File: config.mk
export PLATFORM = sky130hd
export DESIGN_NAME = display_scan_pwm
export DESIGN_NICKNAME = d
export VERILOG_FILES = /design/src/rtl/display_scan_pwm.sv
export SDC_FILE = /design/constraint.sdc
export NUM_CORES = 1
export LEC_CHECK = 0
export BUFFER_PORTS_ARGS = -buffer_cell sky130_fd_sc_hd__clkbuf_2
export CAP_MARGIN = 20
export CORE_MARGIN = 8
export CORE_UTILIZATION = 56
export CTS_CLUSTER_SIZE = 25
export DETAILED_ROUTE_END_ITERATION = 12
export PLACE_DENSITY = 0.8
export SYNTH_ARGS = -nofsm -noshare
export SYNTH_HDL_FRONTEND = slang
export SYNTH_SLANG_ARGS = --single-unit
File: constraint.sdc
create_clock -name clock -period 3.7 [get_ports clock]
set_clock_uncertainty 0.2 [all_clocks]
set_input_delay 0.74 -clock clock [delete_from_list [all_inputs] [get_ports clock]]
set_output_delay 0.74 -clock clock [all_outputs]
set_load 0.01 [all_outputs]
File: src/rtl/display_scan_pwm.sv
// Time-multiplexed 7-segment scanner with 16-level brightness PWM and per-digit blink.
// Inputs are shadowed once per frame, so a frame never mixes old and new digit data.
module display_scan_pwm #(
  parameter int N_DIGITS     = 8,
  parameter int SUB_DIV      = 6250,
  parameter int BLINK_FRAMES = 64
) (
  input  logic                    clock,
  input  logic                    reset,
  input  logic [6*N_DIGITS-1:0]   digits,
  input  logic [N_DIGITS-1:0]     blink,
  input  logic [3:0]              bright,
  output logic [7:0]              dec_cat,
  output logic [N_DIGITS-1:0]     an,
  output logic                    frame_start
);

  localparam int SW = (SUB_DIV > 1)      ? $clog2(SUB_DIV)      : 1;
  localparam int DW = (N_DIGITS > 1)     ? $clog2(N_DIGITS)     : 1;
  localparam int FW = (BLINK_FRAMES > 1) ? $clog2(BLINK_FRAMES) : 1;

  localparam logic [SW-1:0] SUB_LAST   = SW'(SUB_DIV - 1);
  localparam logic [DW-1:0] SLOT_LAST  = DW'(N_DIGITS - 1);
  localparam logic [FW-1:0] FRAME_LAST = FW'(BLINK_FRAMES - 1);

  logic [SW-1:0] sub_cnt;
  logic [3:0]    phase;
  logic [DW-1:0] slot;
  logic [FW-1:0] frame_cnt;
  logic          blink_state;

  logic [N_DIGITS-1:0][5:0] sh_digits;
  logic [N_DIGITS-1:0]      sh_blink;
  logic [3:0]               sh_bright;

  logic sub_wrap, ph_wrap, slot_wrap, fr_wrap, frame_zero;

  assign sub_wrap   = (sub_cnt == SUB_LAST);
  assign ph_wrap    = sub_wrap && (phase == 4'd15);
  assign slot_wrap  = ph_wrap && (slot == SLOT_LAST);
  assign fr_wrap    = slot_wrap && (frame_cnt == FRAME_LAST);
  assign frame_zero = (sub_cnt == '0) && (phase == 4'd0) && (slot == '0);

  always_ff @(posedge clock) begin
    if (reset) begin
      sub_cnt     <= '0;
      phase       <= '0;
      slot        <= '0;
      frame_cnt   <= '0;
      blink_state <= 1'b0;
    end else begin
      sub_cnt <= sub_wrap ? '0 : sub_cnt + SW'(1);
      if (sub_wrap)  phase <= phase + 4'd1;
      if (ph_wrap)   slot  <= (slot == SLOT_LAST) ? '0 : slot + DW'(1);
      if (slot_wrap) frame_cnt <= fr_wrap ? '0 : frame_cnt + FW'(1);
      if (fr_wrap)   blink_state <= ~blink_state;
    end
  end

  // Shadow capture happens only on the last cycle of a frame.
  always_ff @(posedge clock) begin
    if (reset) begin
      sh_digits <= '0;
      sh_blink  <= '0;
      sh_bright <= '0;
    end else if (slot_wrap) begin
      sh_digits <= digits;
      sh_blink  <= blink;
      sh_bright <= bright;
    end
  end

  function automatic logic [6:0] seg7(input logic [3:0] v);
    case (v)
      4'h0:    seg7 = 7'b1000000;
      4'h1:    seg7 = 7'b1111001;
      4'h2:    seg7 = 7'b0100100;
      4'h3:    seg7 = 7'b0110000;
      4'h4:    seg7 = 7'b0011001;
      4'h5:    seg7 = 7'b0010010;
      4'h6:    seg7 = 7'b0000010;
      4'h7:    seg7 = 7'b1111000;
      4'h8:    seg7 = 7'b0000000;
      4'h9:    seg7 = 7'b0010000;
      4'hA:    seg7 = 7'b0001000;
      4'hB:    seg7 = 7'b0000011;
      4'hC:    seg7 = 7'b1000110;
      4'hD:    seg7 = 7'b0100001;
      4'hE:    seg7 = 7'b0000110;
      default: seg7 = 7'b0001110;
    endcase
  endfunction

  logic                phase_on;
  logic [N_DIGITS-1:0] lane_lit;
  logic [N_DIGITS-1:0] an_nxt;
  logic [5:0]          sel;
  logic [7:0]          dc_nxt;

  // phase 15 can never satisfy phase < bright, which gives the ghost-blanking gap.
  assign phase_on = (phase < sh_bright);

  for (genvar i = 0; i < N_DIGITS; i++) begin : g_lane
    assign lane_lit[i] = sh_digits[i][5] && (slot == DW'(i)) && !(sh_blink[i] && blink_state);
    assign an_nxt[N_DIGITS-1-i] = ~(lane_lit[i] & phase_on);
  end

  always_comb begin
    sel = '0;
    for (int i = 0; i < N_DIGITS; i++)
      if (slot == DW'(i)) sel = sh_digits[i];
  end

  assign dc_nxt = ((|lane_lit) && phase_on) ? {seg7(sel[4:1]), ~sel[0]} : 8'hFF;

  always_ff @(posedge clock) begin
    if (reset) begin
      an          <= '1;
      dec_cat     <= 8'hFF;
      frame_start <= 1'b0;
    end else begin
      an          <= an_nxt;
      dec_cat     <= dc_nxt;
      frame_start <= frame_zero;
    end
  end

endmodule

==> run summary, run 1 <==
Sequential Power Share = 58.7%
Ports = 79
Die ar. = 11600 sq um
Worst Path Class, Setup = reg2reg
Leak Pwr = 2.01 nW
fmax = 319 MHz
Final period util = 84.7%
Final GP Congestion = 0.895
Post-synth EDFFs = 0
final WL = 11500 um
maximum vdd ir drop = 0.245 mV
Slew @ Worst Pin = 0.770 ns
sequential share of the synthesized area = 44.3%
Worst Setup End Kind = flip-flop
reg2reg path depth = 12
first-pass GRT wire length = 19000 um
final worst slack = 0.566 ns
All-Layer GR Usage = 20.3%
Pre-antenna DRT Iters = 5
global route overflow = 0
layout cell share with drive strength beyond 1 = 16.7%
synth unique cells = 49
nets = 736
Cell Rows = 33
clk slew on worst S/H paths = 0.10 ns
Worst R2R Start = slot[0]
CTS tree = done
YS warnings = 0
syn nets = 671
Gate power share = 3.2%
core area = 8180 sq um
Via density = 5.45
Die X = 108 um
Die Span Y = 108 um
DP HPWL = 8430 um
Final min period = 3.13 ns
Slew Limit Fails = 0
Setup TNS = 0 ns
antenna diode count = 0
outcome = finished clean
synthesized area = 4700 sq um
Worst EP arrival = 3.22 ns
asr flop ratio synth = 0%
Clk Latency, worst-skew pair = 0.38 ns
DP Worst Slack = 0.644 ns
largest net degree at the start of global routing = 77
RSZ-0062 raised after global routing = false
average wire per standard cell = 15.0 um
Area Overhead vs Synth = 13.9%
mean area per synthesized cell = 7.99 sq um
max-cap viol count = 0
TritonCTS Buffers = 9
Cells after Synth = 588
Detail Route Antenna Nets = 0
NetSw = 0.000427 W
DRC = 0
H-tree levels = 3
fillers = 722
starting density of the core = 57.5%
Hold Path Depth = 1
reg-to-reg setup timing slack = 0.57 ns
initial antenna violation count = 0
origin of the worst setup path = slot[0]
post-CTS resize count = 0
Clock power frac = 38.1%
worst setup path endpoint = dec_cat[7]
Critical Path RT = 3.79 ns
switching power share of the total = 22.3%
Slew Limit Headroom = 47.3%
final hold vios = 0
Iter 0 DRT Violations = 198
hold_buf cts = 0
startpoint types = flip-flop
Port Buffers = 78
Crit Path Max Fanout = 15
R2R Path End = dec_cat[7]
pwr dens = 358 nW/um^2
clock buffer depth = 2
root buf cell = clkbuf_8
vias in the first global route = 4028
internal power = 0.00149 W
setup bufs post-CTS = 0
hold crit path type = reg2reg
Clock Sinks = 104
Yosys reg bits = 104
endpoints failing setup = 0
via count = 4157
dominant synthesized flop cell = dfxtp_1
-- cells in the final DEF (no fill, tap or decap), types with 2 or more instances in the layout --
| cell | n |
|---|---|
| and2_1 | 2 |
| nand2_1 | 154 |
| buf_4 | 7 |
| inv_1 | 21 |
| and3_1 | 8 |
| nor3_1 | 12 |
| nor2_1 | 33 |
| o31a_1 | 2 |
| nand4_1 | 7 |
| nor2b_1 | 6 |
| a221oi_1 | 3 |
| a21o_1 | 3 |
| a2111oi_0 | 4 |
| or3_1 | 2 |
| nand2b_1 | 4 |
| a211oi_1 | 7 |
| or2_2 | 2 |
| ha_1 | 21 |
| nand3b_1 | 4 |
| o211ai_1 | 3 |
| clkbuf_8 | 10 |
| nand3_1 | 17 |
| a21oi_1 | 82 |
| dfxtp_1 | 104 |
| o21ai_0 | 7 |
| mux2i_1 | 2 |
| xor2_1 | 10 |
| o311ai_0 | 2 |
| clkbuf_2 | 78 |
| xnor2_1 | 9 |
| o221ai_1 | 2 |
| nor4b_1 | 2 |
| a311oi_1 | 2 |
| o31ai_1 | 2 |
-- synth_stat cells (2+ instances only) --
master / n / area (sq um)
a2111oi_0: 4 / 35.0
a211oi_1: 7 / 52.6
a21o_1: 3 / 22.5
a21oi_1: 82 / 410
a221oi_1: 3 / 26.3
a311oi_1: 2 / 17.5
and2_1: 2 / 12.5
and3_1: 9 / 56.3
buf_4: 7 / 52.6
clkbuf_1: 25 / 93.8
dfxtp_1: 104 / 2080
ha_1: 21 / 263
inv_1: 21 / 78.8
mux2i_1: 2 / 20.0
nand2_1: 154 / 578
nand2b_1: 4 / 25.0
nand3_1: 17 / 85.1
nand3b_1: 4 / 30.0
nand4_1: 7 / 43.8
nor2_1: 33 / 124
nor2b_1: 6 / 37.5
nor3_1: 12 / 60.1
nor4b_1: 2 / 17.5
o211ai_1: 3 / 22.5
o21ai_0: 7 / 35.0
o221ai_1: 2 / 17.5
o311ai_0: 2 / 17.5
o31a_1: 2 / 17.5
o31ai_1: 2 / 15.0
or2_2: 2 / 12.5
or3_1: 2 / 12.5
xnor2_1: 9 / 78.8
xor2_1: 10 / 87.6
-- cell families after synthesis --
group / synth area share [%]
and+or+nand+nor: 24.9
AOI/OAI and AO/OA: 16.4
DFF: 44.3
buffers and inverters: 4.79
adders and majority gates: 5.59
xor gates and xnor gates: 3.54
muxes: 0.426
-- power by group through the flow --
stage,logic (W),registers (W),clock network [W]
after floorplan,0.0000238,0.00115,0
after global placement,0.0000610,0.00115,0
after detailed placement,0.0000620,0.00115,0
after CTS,0.0000624,0.00113,0.000746
after global routing,0.0000682,0.00113,0.000796
final,0.0000615,0.00113,0.000731
-- through the flow --
step / power, W / hold WS (ns) / util (%) / cells / instance area, sq um
floorplan: 0.00118 / 0.184 / - / 588 / 4700
global placement: 0.00121 / 0.207 / 63.0 / 747 / 5150
detailed placement: 0.00121 / 0.210 / 63.0 / 747 / 5150
CTS: 0.00194 / 0.233 / 65.5 / 763 / 5350
global route: 0.00199 / 0.247 / 65.5 / 763 / 5350
finish: 0.00192 / 0.236 / 65.5 / 763 / 5350
-- routing by layer --
metal  track usage [%]  up-vias  share of wire, %
li1                  -     2130                 -
met1              24.2     1928                45
met2              34.5       85                48
met3              5.63       14               5.4
met4              6.14        0               1.8
met5                 0        -                 0
-- critical path, stage by stage, from the launching register on --
cell       delay, ns
dfxtp_1         0.41
inv_1           0.08
ha_1            0.38
nand3b_1        0.23
a311oi_1        0.26
a2111oi_0       0.11
or3_1           0.48
inv_1           0.17
ha_1            0.19
inv_1           0.06
nor3_1          0.24
a21oi_1         0.07
o221ai_1        0.17
-- sequential cells by signal, summed over array words and instances, names as in the netlist --
signal       flops
sub_cnt         13
blink_state      1
slot             3
sh_bright        4
dec_cat          8
an               8
frame_cnt        6
sh_blink         8
frame_start      1
phase            4
sh_digits       48
-- layout make-up --
| cell class | instances | area (sq um) | area share [%] |
|---|---|---|---|
| Inverter | 21 | 78.8 | 1.47 |
| Multi-Input combinational cell | 431 | 2390 | 44.7 |
| Clock inverter | 5 | 62.6 | 1.17 |
| Timing Repair Buffer | 86 | 463 | 8.65 |
| Tap cell | 105 | 131 | 2.45 |
| Sequential cell | 104 | 2080 | 38.9 |
| Clock buffer | 11 | 141 | 2.64 |
-- worst min-delay path by stage --
| stage | start | end | slack, ns |
|---|---|---|---|
| CTS | sh_digits[41] | an[1] | 0.23 |
| global placement | sh_digits[47] | an[0] | 0.21 |
| finish | sh_digits[47] | an[0] | 0.24 |
| global route | sh_digits[41] | an[1] | 0.25 |
| detailed placement | sh_digits[41] | an[1] | 0.21 |
| floorplan | sh_digits[47] | an[0] | 0.18 |
(Power assumes the default switching activity.)
==> inputs of run 2 (changes only) <==
==> constraint.sdc (replaced) <==
create_clock -name clock -period 3.2 [get_ports clock]
set_clock_uncertainty 0.2 [all_clocks]
set_input_delay 0.64 -clock clock [delete_from_list [all_inputs] [get_ports clock]]
set_output_delay 0.64 -clock clock [all_outputs]
set_load 0.01 [all_outputs]
==> run summary, run 2 (synthesis results as in run 1) <==
Power, Total = 0.00227 W
Pre-antenna DRT Iters = 5
Slew Limit Fails = 0
final worst slack = 0.136 ns
Detail Route Antenna Nets = 0
starting density of the core = 57.5%
Port Buffers = 78
Final min period = 3.06 ns
final hold vios = 0
switching power share of the total = 20.8%
clk slew on worst S/H paths = 0.09 ns
NetSw = 0.000473 W
Via density = 5.57
clock buffer depth = 2
Clk Latency, worst-skew pair = 0.36 ns
maximum vdd ir drop = 0.242 mV
antenna diode count = 0
max reg flops = 48
Final period util = 95.8%
Cell Rows = 33
Iter 0 DRT Violations = 248
Sequential Power Share = 57.4%
max-cap viol count = 0
DRC = 0
Slew Limit Headroom = 36.8%
crit path cell chain = inv_1 > ha_1 > buf_4 > nand3b_1 > a2111oi_0 > o31a_1 > nor2_1 > nor3_1 > o31ai_1
Crit Path Max Fanout = 7
All-Layer GR Usage = 20.2%
Top Registers = sh_digits: 48 flops, sub_cnt: 13 flops
via count = 4285
Gate power share = 3.2%
first-pass GRT wire length = 19100 um
Worst Setup End Kind = flip-flop
internal power = 0.00180 W
Critical Path RT = 3.22 ns
Slew @ Worst Pin = 0.924 ns
DP Worst Slack = 0.208 ns
Die X = 108 um
largest net degree at the start of global routing = 77
Final Util = 66.3%
commonest non-fill, non-tap cell in the layout = nand2_1
layout cell share with drive strength beyond 1 = 18.1%
Leak Pwr = 2.06 nW
endpoints failing setup = 0
hold crit path type = reg2reg
nets = 742
startpoint types = flip-flop
final WL = 11600 um
global route overflow = 0
DP HPWL = 8490 um
setup bufs post-CTS = 0
Die ar. = 11600 sq um
Ports = 79
root buf cell = clkbuf_8
Worst Path Class, Setup = reg2reg
H-tree levels = 3
average wire per standard cell = 15.1 um
initial antenna violation count = 0
Worst EP arrival = 3.08 ns
core area = 8180 sq um
Setup TNS = 0 ns
CTS tree = done
vias in the first global route = 4032
most frequent cells in the layout = nand2_1, dfxtp_1, a21oi_1
hold_buf cts = 0
RSZ-0062 raised after global routing = false
Worst path slowest cell = a2111oi_0
Top reg by flops = sh_digits
outcome = finished clean
Clock power frac = 39.4%
Final GP Congestion = 0.971
hold slack = 0.223 ns
Die Span Y = 108 um
Area Overhead vs Synth = 15.3%
Max stage delay on crit path = 0.81 ns
TritonCTS Buffers = 9
pwr dens = 419 nW/um^2
Clock Sinks = 104
fmax = 326 MHz
fillers = 711
-- run 2: critical path, delay by kind of cell, from the launching register on --
family | cells | cell delay (ns)
AOI/OAI and AO/OA | 3 | 1.27
adders and majority gates | 1 | 0.22
buffers and inverters | 2 | 0.25
DFF | 1 | 0.38
and+or+nand+nor | 3 | 0.60
-- run 2: final timing paths --
kind | startpoint | to | slack (ns) | cells past startpoint
setup / recovery | slot[1] | dec_cat[1] | 0.14 | 9
hold / removal | sh_digits[47] | an[0] | 0.22 | 1
setup reg to reg | slot[1] | dec_cat[1] | 0.14 | 9
hold reg to reg | sh_digits[47] | an[0] | 0.22 | 1
-- run 2: cell type report --
class / instances / area [sq um] / area share (%)
clock buffers: 11 / 141 / 2.61
clock inverters: 5 / 78.8 / 1.45
inverters: 21 / 78.8 / 1.45
multi-input cells: 431 / 2410 / 44.5
flip-flops and latches: 104 / 2080 / 38.5
well taps: 105 / 131 / 2.42
repair buffers: 92 / 495 / 9.15
-- run 2: metal layers --
metal  up-vias  global-route usage, %  share of wire, %
met2       159                   33.6                49
met1      1969                   24.9                42
met4         0                   7.23               1.9
met3        21                   4.73               6.9
li1       2136                      -                 -
met5         -                      0                 0
-- run 2: power groups by stage --
stage	Sequential, W	Clock [W]	Combinational (W)
final	0.00130	0.000895	0.0000727
after global routing	0.00130	0.000962	0.0000809
after CTS	0.00130	0.000904	0.0000733
after detailed placement	0.00133	0	0.0000728
after global placement	0.00133	0	0.0000705
after floorplan	0.00133	0	0.0000275
-- run 2: what timing repair did --
action / in CTS / in global routing
hold endpoints to repair: 0 / 0
resized for setup: 0 / 5
endpoints found under the setup margin: 0 / 4
-- run 2: stage by stage --
| step | cells | instance area [sq um] |
|---|---|---|
| 2_1_floorplan | 588 | 4700 |
| 3_3_place_gp | 753 | 5180 |
| 3_5_place_dp | 753 | 5180 |
| 4_1_cts | 769 | 5400 |
| 5_1_grt | 769 | 5420 |
| 6_report | 769 | 5420 |
